**src/rtl/cpu_pkg.sv**
```systemverilog
// Shared types and constants for the fetch unit.
// Opcode values, read-pipeline states and capture destinations.
package cpu_pkg;

  localparam logic [3:0] OP_LOADIM = 4'h2;
  localparam logic [3:0] OP_JUMPNZ = 4'hB;
  localparam logic [3:0] OP_END    = 4'hF;

  typedef enum logic {
    IDLE,
    PEND
  } rd_state_e;

  typedef enum logic {
    DST_IR,
    DST_OPERAND
  } dst_e;

  function automatic logic has_operand(
    input logic [3:0] op
  );
    return (op == OP_LOADIM) ||
           (op == OP_JUMPNZ);
  endfunction

endpackage

```
**src/rtl/instr_fetch_if.sv**
```systemverilog
// Instruction-memory bus between fetch unit and memory.
// The master issues the read; data returns one cycle later.
interface instr_fetch_if #(
  parameter int BUS_WIDTH = 16,
  parameter int PC_WIDTH  = 8
) ();

  logic                 imem_en;
  logic [PC_WIDTH-1:0]  imem_addr;
  logic [BUS_WIDTH-1:0] imem_rdata;

  modport master (
    output imem_en,
    output imem_addr,
    input  imem_rdata
  );

  modport slave (
    input  imem_en,
    input  imem_addr,
    output imem_rdata
  );

endinterface

```
**src/rtl/pc_counter.sv**
```systemverilog
// Program counter: reset, load, increment with natural wrap.
// Load takes priority over increment.
module pc_counter #(
  parameter int PC_WIDTH = 8
) (
  input  logic                clk,
  input  logic                reset,
  input  logic                load_i,
  input  logic [PC_WIDTH-1:0] load_val_i,
  input  logic                inc_i,
  output logic [PC_WIDTH-1:0] pc_o
);

  logic [PC_WIDTH-1:0] pc_q;
  logic [PC_WIDTH-1:0] pc_d;

  always_comb begin
    pc_d = pc_q;
    if (load_i)
      pc_d = load_val_i;
    else if (inc_i)
      pc_d = pc_q + 1'b1;
  end

  always_ff @(posedge clk) begin
    if (reset)
      pc_q <= '0;
    else
      pc_q <= pc_d;
  end

  assign pc_o = pc_q;

endmodule

```
**src/rtl/instr_fetch.sv**
```systemverilog
// Fetch unit: PC, one-deep read pipeline, IR/operand steering.
// Optional sticky halt on opcode 0xF under INSTR_FETCH_HALT_EN.
module instr_fetch
  import cpu_pkg::*;
#(
  parameter int BUS_WIDTH  = 16,
  parameter int OPCODE_LEN = 4,
  parameter int PC_WIDTH   = 8
) (
  input  logic                 clk,
  input  logic                 reset,
  input  logic                 imem_read,
  input  logic                 pc_inc,
  input  logic                 jump,
  input  logic                 z_flag,
  instr_fetch_if.master        imem,
  output logic [PC_WIDTH-1:0]  pc,
  output logic [BUS_WIDTH-1:0] ir,
  output logic [BUS_WIDTH-1:0] operand,
  output logic                 ir_load,
  output logic                 halt
);

  rd_state_e state_q, state_d;
  dst_e      dst_q, dst_d;

  logic [BUS_WIDTH-1:0] ir_q;
  logic [BUS_WIDTH-1:0] op_q;
  logic                 need_q, need_d;
  logic                 ir_load_q;
  logic                 halted;

  logic                  req;
  logic                  cap_ir;
  logic                  cap_op;
  logic [OPCODE_LEN-1:0] rd_opc;

  assign rd_opc =
    imem.imem_rdata[BUS_WIDTH-1 -: OPCODE_LEN];

  always_ff @(posedge clk) begin
    if (reset)
      state_q <= IDLE;
    else
      state_q <= state_d;
  end

  always_comb begin
    state_d = state_q;
    unique case (state_q)
      IDLE: if (req) state_d = PEND;
      PEND: state_d = req ? PEND : IDLE;
    endcase
  end

  always_comb begin
    req    = imem_read & ~halted;
    cap_ir = 1'b0;
    cap_op = 1'b0;
    if (state_q == PEND && !halted) begin
      cap_ir = (dst_q == DST_IR);
      cap_op = (dst_q == DST_OPERAND);
    end
  end

  // A request issued on a capture edge sees the updated flag.
  always_comb begin
    need_d = need_q;
    if (cap_ir)
      need_d = has_operand(rd_opc);
    else if (cap_op)
      need_d = 1'b0;
    dst_d = need_d ? DST_OPERAND : DST_IR;
  end

  always_ff @(posedge clk) begin
    if (reset) begin
      dst_q     <= DST_IR;
      ir_q      <= '0;
      op_q      <= '0;
      need_q    <= 1'b0;
      ir_load_q <= 1'b0;
    end else begin
      if (req)
        dst_q <= dst_d;
      if (cap_ir)
        ir_q <= imem.imem_rdata;
      if (cap_op)
        op_q <= imem.imem_rdata;
      need_q    <= need_d;
      ir_load_q <= cap_ir;
    end
  end

`ifdef INSTR_FETCH_HALT_EN
  logic halt_q;

  always_ff @(posedge clk) begin
    if (reset)
      halt_q <= 1'b0;
    else if (cap_ir && rd_opc == OP_END)
      halt_q <= 1'b1;
  end

  assign halted = halt_q;
`else
  assign halted = 1'b0;
`endif

  pc_counter #(
    .PC_WIDTH (PC_WIDTH)
  ) u_pc (
    .clk        (clk),
    .reset      (reset),
    .load_i     (pc_inc & jump & ~z_flag & ~halted),
    .load_val_i (op_q[PC_WIDTH-1:0]),
    .inc_i      (pc_inc & ~halted),
    .pc_o       (pc)
  );

  assign imem.imem_en   = imem_read & ~reset & ~halted;
  assign imem.imem_addr = pc;

  assign ir      = ir_q;
  assign operand = op_q;
  assign ir_load = ir_load_q;
  assign halt    = halted;

endmodule

```
**src/flat_wrapper.sv**
```systemverilog
// flat-port wrapper written by rule: the top's interface ports become plain ports
module instr_fetch_flat import cpu_pkg::*;
#(
  parameter int BUS_WIDTH  = 16,
  parameter int OPCODE_LEN = 4,
  parameter int PC_WIDTH   = 8
)
  (clk, reset, imem_read, pc_inc, jump, z_flag, pc, ir, operand, ir_load, halt, imem_imem_en, imem_imem_addr, imem_imem_rdata);
  instr_fetch_if #(.BUS_WIDTH(BUS_WIDTH), .PC_WIDTH(PC_WIDTH)) imem_i ();
  input  logic clk;
  input  logic reset;
  input  logic imem_read;
  input  logic pc_inc;
  input  logic jump;
  input  logic z_flag;
  output logic [PC_WIDTH-1:0] pc;
  output logic [BUS_WIDTH-1:0] ir;
  output logic [BUS_WIDTH-1:0] operand;
  output logic ir_load;
  output logic halt;
  output wire logic [$bits(imem_i.imem_en)-1:0] imem_imem_en;
  output wire logic [$bits(imem_i.imem_addr)-1:0] imem_imem_addr;
  input wire logic [$bits(imem_i.imem_rdata)-1:0] imem_imem_rdata;
  assign imem_imem_en = imem_i.imem_en;
  assign imem_imem_addr = imem_i.imem_addr;
  assign imem_i.imem_rdata = imem_imem_rdata;
  instr_fetch #(.BUS_WIDTH(BUS_WIDTH), .OPCODE_LEN(OPCODE_LEN), .PC_WIDTH(PC_WIDTH)) u_core (.clk(clk), .reset(reset), .imem_read(imem_read), .pc_inc(pc_inc), .jump(jump), .z_flag(z_flag), .imem(imem_i), .pc(pc), .ir(ir), .operand(operand), .ir_load(ir_load), .halt(halt));
endmodule
```
**config.mk**
```make
export PLATFORM = sky130hd
export DESIGN_NAME = instr_fetch_flat
export DESIGN_NICKNAME = d
export VERILOG_FILES = /design/src/rtl/cpu_pkg.sv /design/src/rtl/instr_fetch_if.sv /design/src/rtl/pc_counter.sv /design/src/rtl/instr_fetch.sv /design/src/flat_wrapper.sv
export SDC_FILE = /design/constraint.sdc
export NUM_CORES = 1
export LEC_CHECK = 0
export ABC_CLOCK_PERIOD_IN_PS = 1200
export BUFFER_PORTS_ARGS = -buffer_cell sky130_fd_sc_hd__buf_2
export CORE_MARGIN = 1
export CORE_UTILIZATION = 43
export CTS_CLUSTER_DIAMETER = 120
export CTS_CLUSTER_SIZE = 30
export DETAILED_ROUTE_END_ITERATION = 16
export GPL_ROUTABILITY_DRIVEN = 0
export MAX_ROUTING_LAYER = met4
export PLACE_DENSITY = 0.75
export SYNTH_ARGS = -nofsm -noshare
export SYNTH_HDL_FRONTEND = slang
export SYNTH_SLANG_ARGS = --single-unit
```
**constraint.sdc**
```tcl
create_clock -name clk -period 1.2 [get_ports clk]
set_input_delay 0.12 -clock clk [delete_from_list [all_inputs] [get_ports clk]]
set_output_delay 0.12 -clock clk [all_outputs]
set_load 0.02 [all_outputs]
```
### Word-level counts from Yosys, hierarchy flattened

Index checks and enable logic that the tools add are counted.

* flip-flop bits (word level): 44
* input port bits: 22
* output and inout bits: 51
* logic and storage cells: 26

* add/subtract/negate cells: 1
* eq/ne operators: 2
* muxes and demuxes: 8
* bitwise operators: 6
* reduce and logical (&&, ||, !) cells: 2

Operator list (number)
* 2-to-1 mux 8 bit: 2
* adder 8 x 1 -> 8 bit (second input constant): 1
* 2-to-1 mux 1 bit: 6
* equality test 4 x 2 -> 1 bit (second input constant): 1
* equality test 4 bit (second input constant): 1
* bitwise AND 1 bit: 3
* inverter 1 bit: 3
* nonzero test 2 bit: 1
* logical OR 1 bit: 1

### Depth between registers and ports, before layout

* depth in word-level cells: 4
* gate-level depth with buffers: 5
* gate-level depth less buffers: 5

### Cells and area by module

Synthesis repeated with hierarchy kept, for this count alone.

* cells, all modules: 222
* area total of the unflattened synthesis: 1854.3 µm²

By module, submodules not included
* instr_fetch: instances 1, cells each 169, area each 1390.1 µm², seq. area each 720.7 µm²
* pc_counter: instances 1, cells each 53, area each 464.2 µm², seq. area each 160.2 µm²

### Least setup slack after synthesis

OpenSTA, ideal clock, no wires.

* kind: flip-flop to flip-flop
* start: reg u_core.u_pc.pc_q[0], in the netlist u_core.u_pc.pc_o[0]
* end: reg u_core.u_pc.pc_q[6], in the netlist u_core.u_pc.pc_o[6]
* setup time: 0.070 ns
* arrival time: 1.322 ns
* required time: 1.130 ns
* slack: -0.193 ns
* stages on the path, launching flop included: 6
* path buffers: 0
* clock period less this slack: 1.393 ns
* cell sequence: dfxtp_1 -> ha_1 -> nand3_1 -> nor4_1 -> o21ai_0 -> a21oi_1

* longest elaborated chain between the ends: 3

Ends and longest elaborated chain
* start: declaration: line pc_counter.sv:14 `logic [PC_WIDTH-1:0] pc_q;`
* start signal: assignment: line pc_counter.sv:29 `pc_q <= pc_d;`
* adder 8 x 1 -> 8 bit: line pc_counter.sv:22 `pc_d = pc_q + 1'b1;`
* 2-to-1 mux 8 bit: line pc_counter.sv:21 `else if (inc_i)`
* 2-to-1 mux 8 bit: line pc_counter.sv:19 `if (load_i)`

Every way passes these cells. The select of a mux whose other input is x is not followed.
A chain may end at the register's enable or synchronous reset.

### Worst setup path after layout

* start: reg u_core.u_pc.pc_q[0], in the netlist u_core.u_pc.pc_o[0]
* end: reg u_core.u_pc.pc_q[7], in the netlist u_core.u_pc.pc_o[7]

Same word-level chain as after synthesis.

==> summary.txt <==
GRT
  – Largest net degree at the start of global routing: 36
  – Total Routing Usage GR: 19.8%
  – GRT overflow: 0
  – Initial antenna violation count: 0
  – Vias in the first global route: 1,436
  – First-pass GRT wire length: 6.47 mm

Power and ir drop
  – Int Pwr: 2.27 mW
  – Leak: 1.07 nW
  – Gate power share: 12.6%
  – Psw: 0.760 mW
  – Pwr Total: 3.03 mW
  – Sw Ratio: 25.1%
  – Clock power share: 36.8%
  – Register share of total power: 50.6%
  – PwrDens: 1250 nW/um2
  – Peak supply drop: 0.691 mV

CTS
  – Clock Path Buffers: 2
  – H-tree depth: 2
  – Worst-Skew Late Latency: 300 ps
  – Clock tree from TritonCTS: done
  – Root buffer cell: clkbuf_8
  – CTS Sinks: 44
  – CTS Buf Count: 5
  – Clock-pin transition on the worst setup and hold timing paths: 80 ps
  – Hold Buf Count CTS: 0

Die
  – Starting Density: 45.1%
  – Die W: 67.0 um
  – Core area: 4030 um2
  – IO Pins: 73
  – Die ar.: 4490 um2
  – Die H: 67.0 um
  – Row count: 23

Timing
  – Final worst slack: 32.9 ps
  – Unrepaired setup endpoints after global routing: yes
  – Hold Fails Final Rpt: 0
  – Final setup viols: 0
  – Tcrit/Tclk final: 97.3%
  – Skew final: 7.72 ps
  – Min Tclk post-route: 1170 ps
  – Max-slew violations: 0
  – Max frequency: 0.857 GHz

Outcome
  – Status: finished clean

Route
  – Drt pass-1 iters: 4
  – # DRC: 0
  – Wirelength per Cell: 12.4 um
  – Antenna Nets Post-Route: 0
  – Iter 0 DRT Violations: 143
  – Total Routed Length: 4.35 mm
  – Via density: 5.02
  – Via count of the routed design: 1,761

Final layout
  – Antenna cells: 0
  – Share of cells above drive strength 1: 35.9%
  – Most common cell after layout, fill and taps aside: nand2_1
  – P&R area growth vs syn: 33.9%
  – Design area: 2430 um2
  – Post-route insts no fill: 351
  – Most frequent cells in the layout: nand2_1 (70), buf_2 (69), dfxtp_1 (42), a21oi_1 (41), buf_4 (12)
  – Final net count: 323

Logic synthesis
  – Top_reg_cell synth: dfxtp_1
  – Synth top area cells: dfxtp_1 (48%), nand2_1 (14%), a21oi_1 (11%)
  – Netlist Area Pre-Place: 1820 um2
  – Top-area cell type share of the netlist area: 48.5%
  – YS warnings: 0
  – Cell taking the most area after synthesis: dfxtp_1
  – Synthesized flop and latch total: 44
  – Synthesized Nets: 252
  – Synth async-reset ratio: 0%
  – Post-synth EDFFs: 0
  – Count of cell types in the netlist: 35
  – Cells after Synth: 229
  – Syn avg cell area: 7.94 um2
  – Register area share after synthesis: 48.5%

Critical path
  – Arr. time, crit path: 1360 ps
  – CP top delay family: flip-flops
  – Maximum fanout along the worst path: 4
  – CP startpoint kind: flip-flop
  – CP max stage delay: 370 ps
  – Crit path required time: 1390 ps
  – CP Capture Type: flip-flop
  – Slowest-stage cell, CP: dfxtp_4
  – Worst path bufs/invs: 1
  – Crit-path cells: buf_6, nand4_1, nor2_1, xnor2_1, o22ai_1
  – Setup CP Type: flip-flop to flip-flop

Place
  – Port Buf Inserts: 71
  – Area of placed instances: 2230 um2
  – Dpl hpwl: 3.14 mm
  – Pre-CTS setup slack: -35.4 ps
  – Post-Place Cells: 341

Min path
  – Hold crit path type: input pin to flip-flop

Run
  – Max-cap viol count: 0
## Yosys cell counts, types with 2 or more instances
library cell / instances
nand2_1: 70
nor2b_1: 2
a21oi_1: 41
nor4_1: 4
nand3_1: 3
clkbuf_1: 7
nor2_1: 6
and2_1: 4
dfxtp_1: 44
buf_2: 3
nand2b_1: 2
and3_1: 3
buf_4: 10
o21ai_0: 6
inv_1: 2
a31oi_1: 3
## cells by family (layout without fill, tap and decap cells)
family	Yosys count	count (layout)	synth area share [%]
buffers and inverters	25	97	7.91
flip-flops	44	44	48.5
other	1	1	0.206
AND/OR/NAND/NOR	100	100	24.8
AO/OA/AOI/OAI	56	56	16.9
XOR/XNOR	2	2	0.964
adder cells (fa/ha/maj)	1	1	0.688
## flip-flops by register name, summed over array words and instances, names as in the netlist
signal            cells
u_core.dst_q          1
u_core.ir            16
u_core.ir_load        1
u_core.need_q         1
u_core.operand       16
u_core.state_q        1
u_core.u_pc.pc_o      8
## power by group through the flow
stage | logic (mW) | registers [mW] | clock network (mW)
final | 0.381 | 1.53 | 1.12
after global routing | 0.411 | 1.54 | 1.21
after CTS | 0.364 | 1.53 | 1.14
after detailed placement | 0.355 | 1.57 | 0
after global placement | 0.352 | 1.56 | 0
after floorplan | 0.161 | 1.62 | 0
## per-layer routing
layer | vias up | GRT usage [%] | routed length, um
li1 | 892 | - | -
met1 | 806 | 24.7 | 1980
met2 | 56 | 30.8 | 2110
met3 | 7 | 3.60 | 179
met4 | 0 | 8.78 | 72
met5 | - | - | 0
## through the flow
step | utilization, % | TNS, ps | hold WS, ps
floorplan | - | 0 | 212
global placement | 55.4 | 0 | 352
detailed placement | 55.4 | -35.4 | 363
CTS | 59.2 | -21.4 | 46.8
global route | 60.4 | -89.9 | 60.5
finish | 60.4 | 0 | 55.1
## worst paths after layout
check	start	to	slack, ps	cells after the start
hold / removal	imem_read	u_core.dst_q$_SDFFE_PP0P_	60	2
hold reg to reg	u_core.operand[14]$_SDFFE_PP0P_	u_core.operand[14]$_SDFFE_PP0P_	460	2
setup / recovery	u_core.u_pc.pc_o[0]$_SDFFE_PP0P_	u_core.u_pc.pc_o[7]$_SDFFE_PP0P_	30	5
setup reg to reg	u_core.u_pc.pc_o[0]$_SDFFE_PP0P_	u_core.u_pc.pc_o[7]$_SDFFE_PP0P_	30	5
## area by class of cell
class	count	area, um2
fillers	385	1600
clock buffers	5	68.8
inverters	3	11.3
well taps	50	62.6
flip-flops and latches	44	888
multi-input cells	160	851
repair buffers	86	509
clock inverters	3	42.5
## repair_timing
| item | in CTS | in global routing |
|---|---|---|
| setup buffers | 1 | 1 |
| hold endpoints to repair | 0 | 0 |
| pin swaps | 2 | 4 |
| endpoints found under the setup margin | 2 | 23 |
| resized for setup | 6 | 11 |
Note: power is estimated with default switching activity, not from simulation.
